--- src/rtl/bus_pkg.sv ---
// Shared definitions for the internal 8-bit bus arbiter: sizes, FSM states
// and the fixed requester indices used by the datapath.
package bus_pkg;

    localparam int unsigned N_REQ    = 4;
    localparam int unsigned DATA_W   = 8;
    localparam int unsigned MAX_HOLD = 8;
    localparam int unsigned IDX_W    = $clog2(N_REQ);

    localparam int unsigned REQ_PC  = 0;
    localparam int unsigned REQ_ACC = 1;
    localparam int unsigned REQ_RAM = 2;
    localparam int unsigned REQ_IN  = 3;

    typedef enum logic [1:0] {
        IDLE = 2'd0,
        OWN  = 2'd1,
        TURN = 2'd2
    } state_e;

endpackage

--- src/rtl/rr_pick.sv ---
// Combinational round-robin picker: first asserted request after rr_ptr,
// wrapping modulo N_REQ, as a one-hot vector plus its index.
module rr_pick #(
    parameter int unsigned N_REQ = bus_pkg::N_REQ
) (
    input  logic [N_REQ-1:0]         req,
    input  logic [$clog2(N_REQ)-1:0] rr_ptr,
    output logic [N_REQ-1:0]         win_c,
    output logic [$clog2(N_REQ)-1:0] win_idx_c,
    output logic                     any_c
);
    import bus_pkg::*;

    localparam int unsigned PW = $clog2(N_REQ);

    // Scan farthest-to-nearest so the closest requester after rr_ptr is written last.
    always_comb begin
        int unsigned idx;
        idx       = 0;
        win_idx_c = '0;
        any_c     = 1'b0;
        for (int unsigned k = N_REQ; k >= 1; k--) begin
            idx = (32'(rr_ptr) + k) % N_REQ;
            if (req[PW'(idx)]) begin
                win_idx_c = PW'(idx);
                any_c     = 1'b1;
            end
        end
        win_c = any_c ? (N_REQ'(1) << win_idx_c) : '0;
    end

endmodule

--- src/rtl/bus_arbiter.sv ---
// Round-robin owner of the shared internal bus: registered one-hot grant,
// one-cycle turnaround between owners and max-hold preemption.
module bus_arbiter #(
    parameter int unsigned N_REQ    = bus_pkg::N_REQ,
    parameter int unsigned DATA_W   = bus_pkg::DATA_W,
    parameter int unsigned MAX_HOLD = bus_pkg::MAX_HOLD
) (
    input  logic                      clk,
    input  logic                      rst_n,
    input  logic [N_REQ-1:0]          req,
    input  logic [N_REQ-1:0]          rel,
    input  logic [N_REQ*DATA_W-1:0]   drv_data,
    output logic [N_REQ-1:0]          grant,
    output logic [$clog2(N_REQ)-1:0]  owner,
    output logic                      bus_valid,
    output logic [DATA_W-1:0]         bus_out,
    output logic                      preempt
);
    import bus_pkg::*;

    localparam int unsigned PW     = $clog2(N_REQ);
    localparam int unsigned HOLD_W = $clog2(MAX_HOLD + 1);

    state_e             state_q, state_d;
    logic [N_REQ-1:0]   grant_q, grant_d;
    logic [PW-1:0]      owner_q, owner_d;
    logic [PW-1:0]      rr_ptr_q, rr_ptr_d;
    logic [HOLD_W-1:0]  hold_cnt_q, hold_cnt_d;
    logic               preempt_q, preempt_d;

    logic [N_REQ-1:0]   pick_win;
    logic [PW-1:0]      pick_idx;
    logic               pick_any;
    logic               contenders;
    logic               hold_full;

    rr_pick #(
        .N_REQ (N_REQ)
    ) u_rr_pick (
        .req       (req),
        .rr_ptr    (rr_ptr_q),
        .win_c     (pick_win),
        .win_idx_c (pick_idx),
        .any_c     (pick_any)
    );

    always_ff @(posedge clk or negedge rst_n) begin
        if (!rst_n) begin
            state_q    <= IDLE;
            grant_q    <= '0;
            owner_q    <= '0;
            rr_ptr_q   <= PW'(N_REQ - 1);
            hold_cnt_q <= '0;
            preempt_q  <= 1'b0;
        end else begin
            state_q    <= state_d;
            grant_q    <= grant_d;
            owner_q    <= owner_d;
            rr_ptr_q   <= rr_ptr_d;
            hold_cnt_q <= hold_cnt_d;
            preempt_q  <= preempt_d;
        end
    end

    assign contenders = |(req & ~grant_q);
    assign hold_full  = (hold_cnt_q == HOLD_W'(MAX_HOLD));

    always_comb begin
        state_d    = state_q;
        grant_d    = grant_q;
        owner_d    = owner_q;
        rr_ptr_d   = rr_ptr_q;
        hold_cnt_d = hold_cnt_q;
        preempt_d  = 1'b0;

        case (state_q)
            // TURN arbitrates exactly like IDLE; the bus was already dark for one cycle.
            IDLE, TURN: begin
                grant_d    = '0;
                owner_d    = '0;
                hold_cnt_d = '0;
                state_d    = IDLE;
                if (pick_any) begin
                    state_d    = OWN;
                    grant_d    = pick_win;
                    owner_d    = pick_idx;
                    rr_ptr_d   = pick_idx;
                    hold_cnt_d = HOLD_W'(1);
                end
            end

            OWN: begin
                if (rel[owner_q] || !req[owner_q]) begin
                    state_d    = TURN;
                    grant_d    = '0;
                    owner_d    = '0;
                    hold_cnt_d = '0;
                end else if (hold_full && contenders) begin
                    state_d    = TURN;
                    grant_d    = '0;
                    owner_d    = '0;
                    hold_cnt_d = '0;
                    preempt_d  = 1'b1;
                end else if (!hold_full) begin
                    hold_cnt_d = hold_cnt_q + HOLD_W'(1);
                end
            end

            default: begin
                state_d    = IDLE;
                grant_d    = '0;
                owner_d    = '0;
                hold_cnt_d = '0;
            end
        endcase
    end

    assign grant     = grant_q;
    assign owner     = owner_q;
    assign preempt   = preempt_q;
    assign bus_valid = |grant_q;

    // AND-OR steering; a zero grant yields a zero bus.
    always_comb begin
        bus_out = '0;
        for (int unsigned i = 0; i < N_REQ; i++) begin
            bus_out = bus_out | (drv_data[i*DATA_W +: DATA_W] & {DATA_W{grant_q[i]}});
        end
    end

endmodule

--- config.mk ---
export PLATFORM = sky130hd
export DESIGN_NAME = bus_arbiter
export DESIGN_NICKNAME = d
export VERILOG_FILES = /design/src/rtl/bus_pkg.sv /design/src/rtl/rr_pick.sv /design/src/rtl/bus_arbiter.sv
export SDC_FILE = /design/constraint.sdc
export NUM_CORES = 1
export LEC_CHECK = 0
export ABC_CLOCK_PERIOD_IN_PS = 2200
export BUFFER_PORTS_ARGS = -buffer_cell sky130_fd_sc_hd__buf_2
export CORE_UTILIZATION = 35
export CTS_BUF_LIST = sky130_fd_sc_hd__clkbuf_16
export CTS_CLUSTER_DIAMETER = 200
export CTS_CLUSTER_SIZE = 10
export DETAILED_ROUTE_END_ITERATION = 6
export MAX_ROUTING_LAYER = met4
export PLACE_DENSITY = 0.67
export SYNTH_ARGS = -nofsm -noshare
export SYNTH_HDL_FRONTEND = slang
export SYNTH_SLANG_ARGS = --single-unit
--- constraint.sdc ---
create_clock -name clk -period 2.2 [get_ports clk]
set_clock_uncertainty 0.15 [all_clocks]
set_input_delay 0 -clock clk [delete_from_list [all_inputs] [get_ports clk]]
set_output_delay 0 -clock clk [all_outputs]
set_load 0.01 [all_outputs]
# Yosys cells after proc, flatten, opt, wreduce, memory -nomap -nowiden
# Index checks and enable logic that the tools add are counted.
dict set report word_totals {
  ff_bits 15
  inputBits 42
  output_inout_bits 16
  elab_cells 79
}
dict set report classes {
  add_sub_neg 5
  order_cmp 5
  eq_ne 5
  shifts 1
  mux 40
  n_bitwise 9
  reduce_logical 8
}
# cell count
set ops {}
lappend ops {{$and A8 B8 Y8} 4}
lappend ops {{$mux W4} 6}
lappend ops {{$or A8 B8 Y8} 3}
lappend ops {{$mux W2} 9}
lappend ops {{$pmux W4 S2} 2}
lappend ops {{$lt A2 B3 Y1 const B} 5}
lappend ops {{$mux W1} 15}
lappend ops {{$bmux W1 S2} 6}
lappend ops {{$pmux W2 S2} 2}
lappend ops {{$reduce_or A4 Y1} 2}
lappend ops {{$add A2 B1 Y2 const B} 2}
lappend ops {{$add A2 B2 Y2 const B} 2}
lappend ops {{$add A4 B1 Y4 const B} 1}
lappend ops {{$and A4 B4 Y4} 1}
lappend ops {{$eq A4 B4 Y1 const B} 1}
lappend ops {{$ne A4 B4 Y1 const B} 1}
lappend ops {{$not A4 Y4} 1}
lappend ops {{$shl A1 B2 Y4 const A} 1}
lappend ops {{$ne A3 B3 Y1 const B} 1}
lappend ops {{$eq A2 B1 Y1 const B} 1}
lappend ops {{$eq A2 B2 Y1 const B} 1}
lappend ops {{$logic_not A2 Y1} 1}
lappend ops {{$reduce_and A2 Y1} 1}
lappend ops {{$reduce_or A2 Y1} 1}
lappend ops {{other kinds (3)} 3}

# Logic depth before layout (Yosys ltp)
dict set report depth {
  ltp_word 10
  ltp_mapped 6
  depth_no_buf 6
}

# By module
# From an unflattened synthesis, not the netlist that was laid out.
dict set report hier_totals {
  cells_unflattened 121
  hier_area_um2 1084.8
}
# module instances cells_per_inst area_each_um2 seq_area_each_um2
set modules_own_cells {}
lappend modules_own_cells {bus_arbiter 1 93 907.1 377.9}
lappend modules_own_cells {rr_pick 1 28 177.7 0.0}

# Worst setup path before layout
# Ideal clock, no wire load.
dict set report synth_timing {
  path_type {reg-to-reg}
  startpoint {register grant_q[1] (netlist: grant[1])}
  endpoint {register grant_q[3] (netlist: grant[3])}
  setup_ns 0.067
  arrival_ns 1.331
  required_ns 1.983
  setup_slack_ns 0.652
  stages_incl_launch_ff 5
  path_buffers 0
  synth_period_minus_slack_ns 1.548
  cell_sequence {dfrtp_1 -> inv_1 -> a2111oi_4 -> o2111a_2 -> a22o_1}
}
dict set report synth_via {
  elab_chain_cells 5
}
# element line_no
set synth_lines {}
lappend synth_lines {{from (decl)} bus_arbiter.sv:25} ;# logic [N_REQ-1:0] grant_q, grant_d;
lappend synth_lines {{from (signal assigned)} bus_arbiter.sv:57} ;# grant_q <= grant_d;
lappend synth_lines {{$not A4 Y4} bus_arbiter.sv:65} ;# assign contenders = |(req & ~grant_q);
lappend synth_lines {{$and A4 B4 Y4} bus_arbiter.sv:65}
lappend synth_lines {{$reduce_or A4 Y1} bus_arbiter.sv:65}
lappend synth_lines {{$logic_and A1 B1 Y1} bus_arbiter.sv:98} ;# end else if (hold_full && contenders) begin
lappend synth_lines {{$ne A3 B3 Y1 (no line)} -}
# Every way passes these cells.
# A chain may end at the register's enable or synchronous reset.

# Final worst setup path
dict set report layout_timing {
  startpoint {register rr_ptr_q[1]}
  endpoint {register grant_q[1] (netlist: grant[1])}
}
dict set report layout_via {
  elab_chain_cells 10
  word_cells_on_any_way 23
  cone_classes {4 x add/sub; 1 x shift; 18 x mux}
}
# element line_no
set layout_lines {}
lappend layout_lines {{from (decl)} bus_arbiter.sv:27} ;# logic [PW-1:0] rr_ptr_q, rr_ptr_d;
lappend layout_lines {{from (signal assigned)} bus_arbiter.sv:52} ;# rr_ptr_q <= PW'(N_REQ - 1);
lappend layout_lines {{from (signal assigned)} bus_arbiter.sv:59} ;# rr_ptr_q <= rr_ptr_d;
lappend layout_lines {{$add A2 B1 Y2} rr_pick.sv:23} ;# idx = (32'(rr_ptr) + k) % N_REQ;
lappend layout_lines {{$bmux W1 S2} rr_pick.sv:24} ;# if (req[PW'(idx)]) begin
lappend layout_lines {{$mux W1 (not written as such)} rr_pick.sv:24}
lappend layout_lines {{$mux W2 (4 in series)} rr_pick.sv:24}
lappend layout_lines {{$shl A1 B2 Y4} rr_pick.sv:29} ;# win_c = any_c ? (N_REQ'(1) << win_idx_c) : '0;
lappend layout_lines {{$mux W4 *} bus_arbiter.sv:83} ;# if (pick_any) begin
lappend layout_lines {{$pmux W4 S2 *} bus_arbiter.sv:76} ;# case (state_q)
# Every way passes the cells marked *; elsewhere a longest branch is shown, timed or not. The select of a mux whose other input is x is not followed.

==> results.ini <==
[clock_network]
clock_insertion_delay_worst_skew_ns=0.24
cts_root_buf=clkbuf_16
cts_tree=done
worst_setup_hold_path_clk_slew_ns=0.05
gates_resized_cts_repair=0
ctsHtreeMaxLevel=1
cts_bufs_inserted=3
cts.sink_count=15
max-clock-path-buffers=2
postCtsSetupBuffers=0
postCtsHoldBufs=1

[layout]
syn_to_final_growth_pct=43.22
layout.cells.most_common_list=buf_2 (57), a22oi_1 (16), dfrtp_1 (13)
nets=210
post-route-cell-area_um2=1414
final_common_cell=buf_2
num_antenna_cells=0
drive_above_1_share=0.4364

[placement]
place_area_um2=1325
hpwl_mm=2.049
place.port_buffers=57
place_congestion=0.8344

[sta]
holdWs_ns=0.03940
finalHoldViolations=0
final-setup-viol-count=0
tns_ns=0
final-max-slew-violation-count=0
period_needed_ns=1.689
grt_setup_unrepaired=false
tightest_slew_margin_relative_to_the_limit=0.6298
min_period_over_period=0.7676
timing_worst_slew_pin_value_ns=0.5553
timing.fmax_mhz=592.2

[die]
floorplan.rows=18
dieWidth_um=55.11
io_pins=58
design.die.area_um2=3037
fp.dieH_um=55.11
core_area_um2=2567
effective_utilization_at_floorplan=0.3845

[power_and_ir_drop]
irDropWorstVdd_uv=677.3
p_leak_uw=0.0007368
power_uw=1760
p_per_area_nw_per_um2=1245

[yosys]
syn-cell-area_um2=987.2
ys_warn_count=0
synth_top_cells_by_area=dfrtp_1 (33%), a22oi_1 (12%), dfstp_2 (5.3%)
mappedNetlistNets=147
synthArstFlopShare=1.000
synth-main-ff-cell=dfrtp_1
yosys.area.top_type_share=0.3295
number_of_synthesized_register_bits=15
synthXorXnorAreaFrac=0.01774
synth.distinct_cells=36
synthesized_instance_count=103
synth_edf_count=0
synth-adder-area-share=0.02535
synthSimpleGateAreaFrac=0.1977
yosysSeqAreaShare=0.3828
post_synth_mux_area_share=0.02155
synth_top_family_by_area=compound AO/OA/AOI/OAI gates
synth.avg_cell_area_um2=9.584
synth_compound_gate_area_share=0.3245
yosysTopAreaCell=dfrtp_1

[outcome]
run_status=complete, no violations

[critical_path]
type_of_destination_of_the_critical_path=register
worst_r2r_start=rr_ptr_q[1]
required_time_of_the_critical_path_ns=2.23
worstSetupEndpoint=grant[1]
timing.reg2reg.worst_path_depth=4
reg2reg_slack_ns=0.51
setup.worst_path.class=register to register
timing.critical_path.fanout_max=7
critPathLaunchType=register
worst_setup_sp=rr_ptr_q[1]
worst-endpoint-arrival_ns=1.72
regToRegEndpoint=grant[1]

[hold_path]
type_of_the_most_critical_hold_path=primary input to asynchronous set/reset pin

[global_route]
grt_overflow=0
grt_start_max_net_pins=16
antenna_found_initial=0
via_count_of_the_first_global_routing_pass=965
grt_first_pass_wirelength_mm=4.243
track_usage=0.2097

[drt]
drt_drc_violations_left=0
via_count=1094
first_pass_iters=4
vias_per_cell=5.610
dr.first_iter.drc_count=26
drt-wirelength-per-cell_um=14.41
total_wire_length_mm=2.809
antenna_violating_nets_post_route=0

[flow_run]
max_cap_viol_count=0

-- state kept, by name (all words and copies together), names as in the netlist --
signal,count
grant,4
hold_cnt_q,4
owner,2
rr_ptr_q,2
state_q,2
preempt,1
-- routing by layer --
metal,track usage,part of all wire,up-vias
li1,-,-,516
met1,0.2609,0.42,522
met2,0.3273,0.50,49
met3,0.03552,0.058,7
met4,0.1042,0.021,0
met5,-,0,-
-- power breakdown --
part           leakage (µW)  internal, µW  switching, µW
registers          0.000192           388           96.9
logic              0.000502           430            498
clock network     0.0000423           240            106
total              0.000737          1060            702
-- layout make-up --
type / instances / area (µm²)
Timing Repair Buffer: 62 / 325.3
Fill cell: 251 / 1154
Tap cell: 30 / 37.54
Multi-Input combinational cell: 80 / 579.3
Sequential cell: 15 / 377.9
Inverter: 4 / 15.01
Clock inverter: 1 / 3.754
Clock buffer: 3 / 75.07
-- stage by stage --
step / utilization / setup slack (ns) / cells
3_3_place_gp: 0.5161 / 0.5908 / 190
3_5_place_dp: 0.5161 / 0.5317 / 190
4_1_cts: 0.5507 / 0.4889 / 195
6_report: 0.5507 / 0.5114 / 195
5_1_grt: 0.5507 / 0.3807 / 195
2_1_floorplan: - / 0.6523 / 103
-- cell usage after synthesis (2+ instances only) --
cell,count
a22o_1,2
nand2_1,10
ha_1,2
a22oi_1,16
clkbuf_1,4
nand2b_1,5
o221ai_1,2
dfstp_2,2
nor2b_1,5
inv_1,4
nor2_1,3
xnor2_1,2
dfrtp_1,13
a21oi_1,3
a21o_1,4
nand3b_1,2
nand3_1,3
nor3_1,2
o21ai_0,2
-- worst min path at each step --
stage               endpoint  depth (start not counted)  start  slack [ns]
3_3_place_gp   hold_cnt_q[1]                          1  rst_n       -0.23
2_1_floorplan       grant[0]                          0  rst_n       -0.45
5_1_grt           state_q[0]                          2  rst_n        0.08
4_1_cts           state_q[0]                          2  rst_n        0.04
6_report       hold_cnt_q[1]                          2  rst_n        0.04
3_5_place_dp   hold_cnt_q[1]                          1  rst_n       -0.23
-- worst max-delay path, stage by stage, from the launching register on --
cell and delay, ns:
dfstp_2 0.58, nand2b_1 0.12, a21oi_1 0.06, o221ai_1 0.46
a32o_1 0.26
-- kinds of logic after synthesis --
group	after synthesis
and+or+nand+nor	35
AOI/OAI and AO/OA	39
muxes	2
adders and majority gates	2
buffers and inverters	8
xor gates and xnor gates	2
DFF	15
Note: power is estimated with default switching activity, not from simulation.
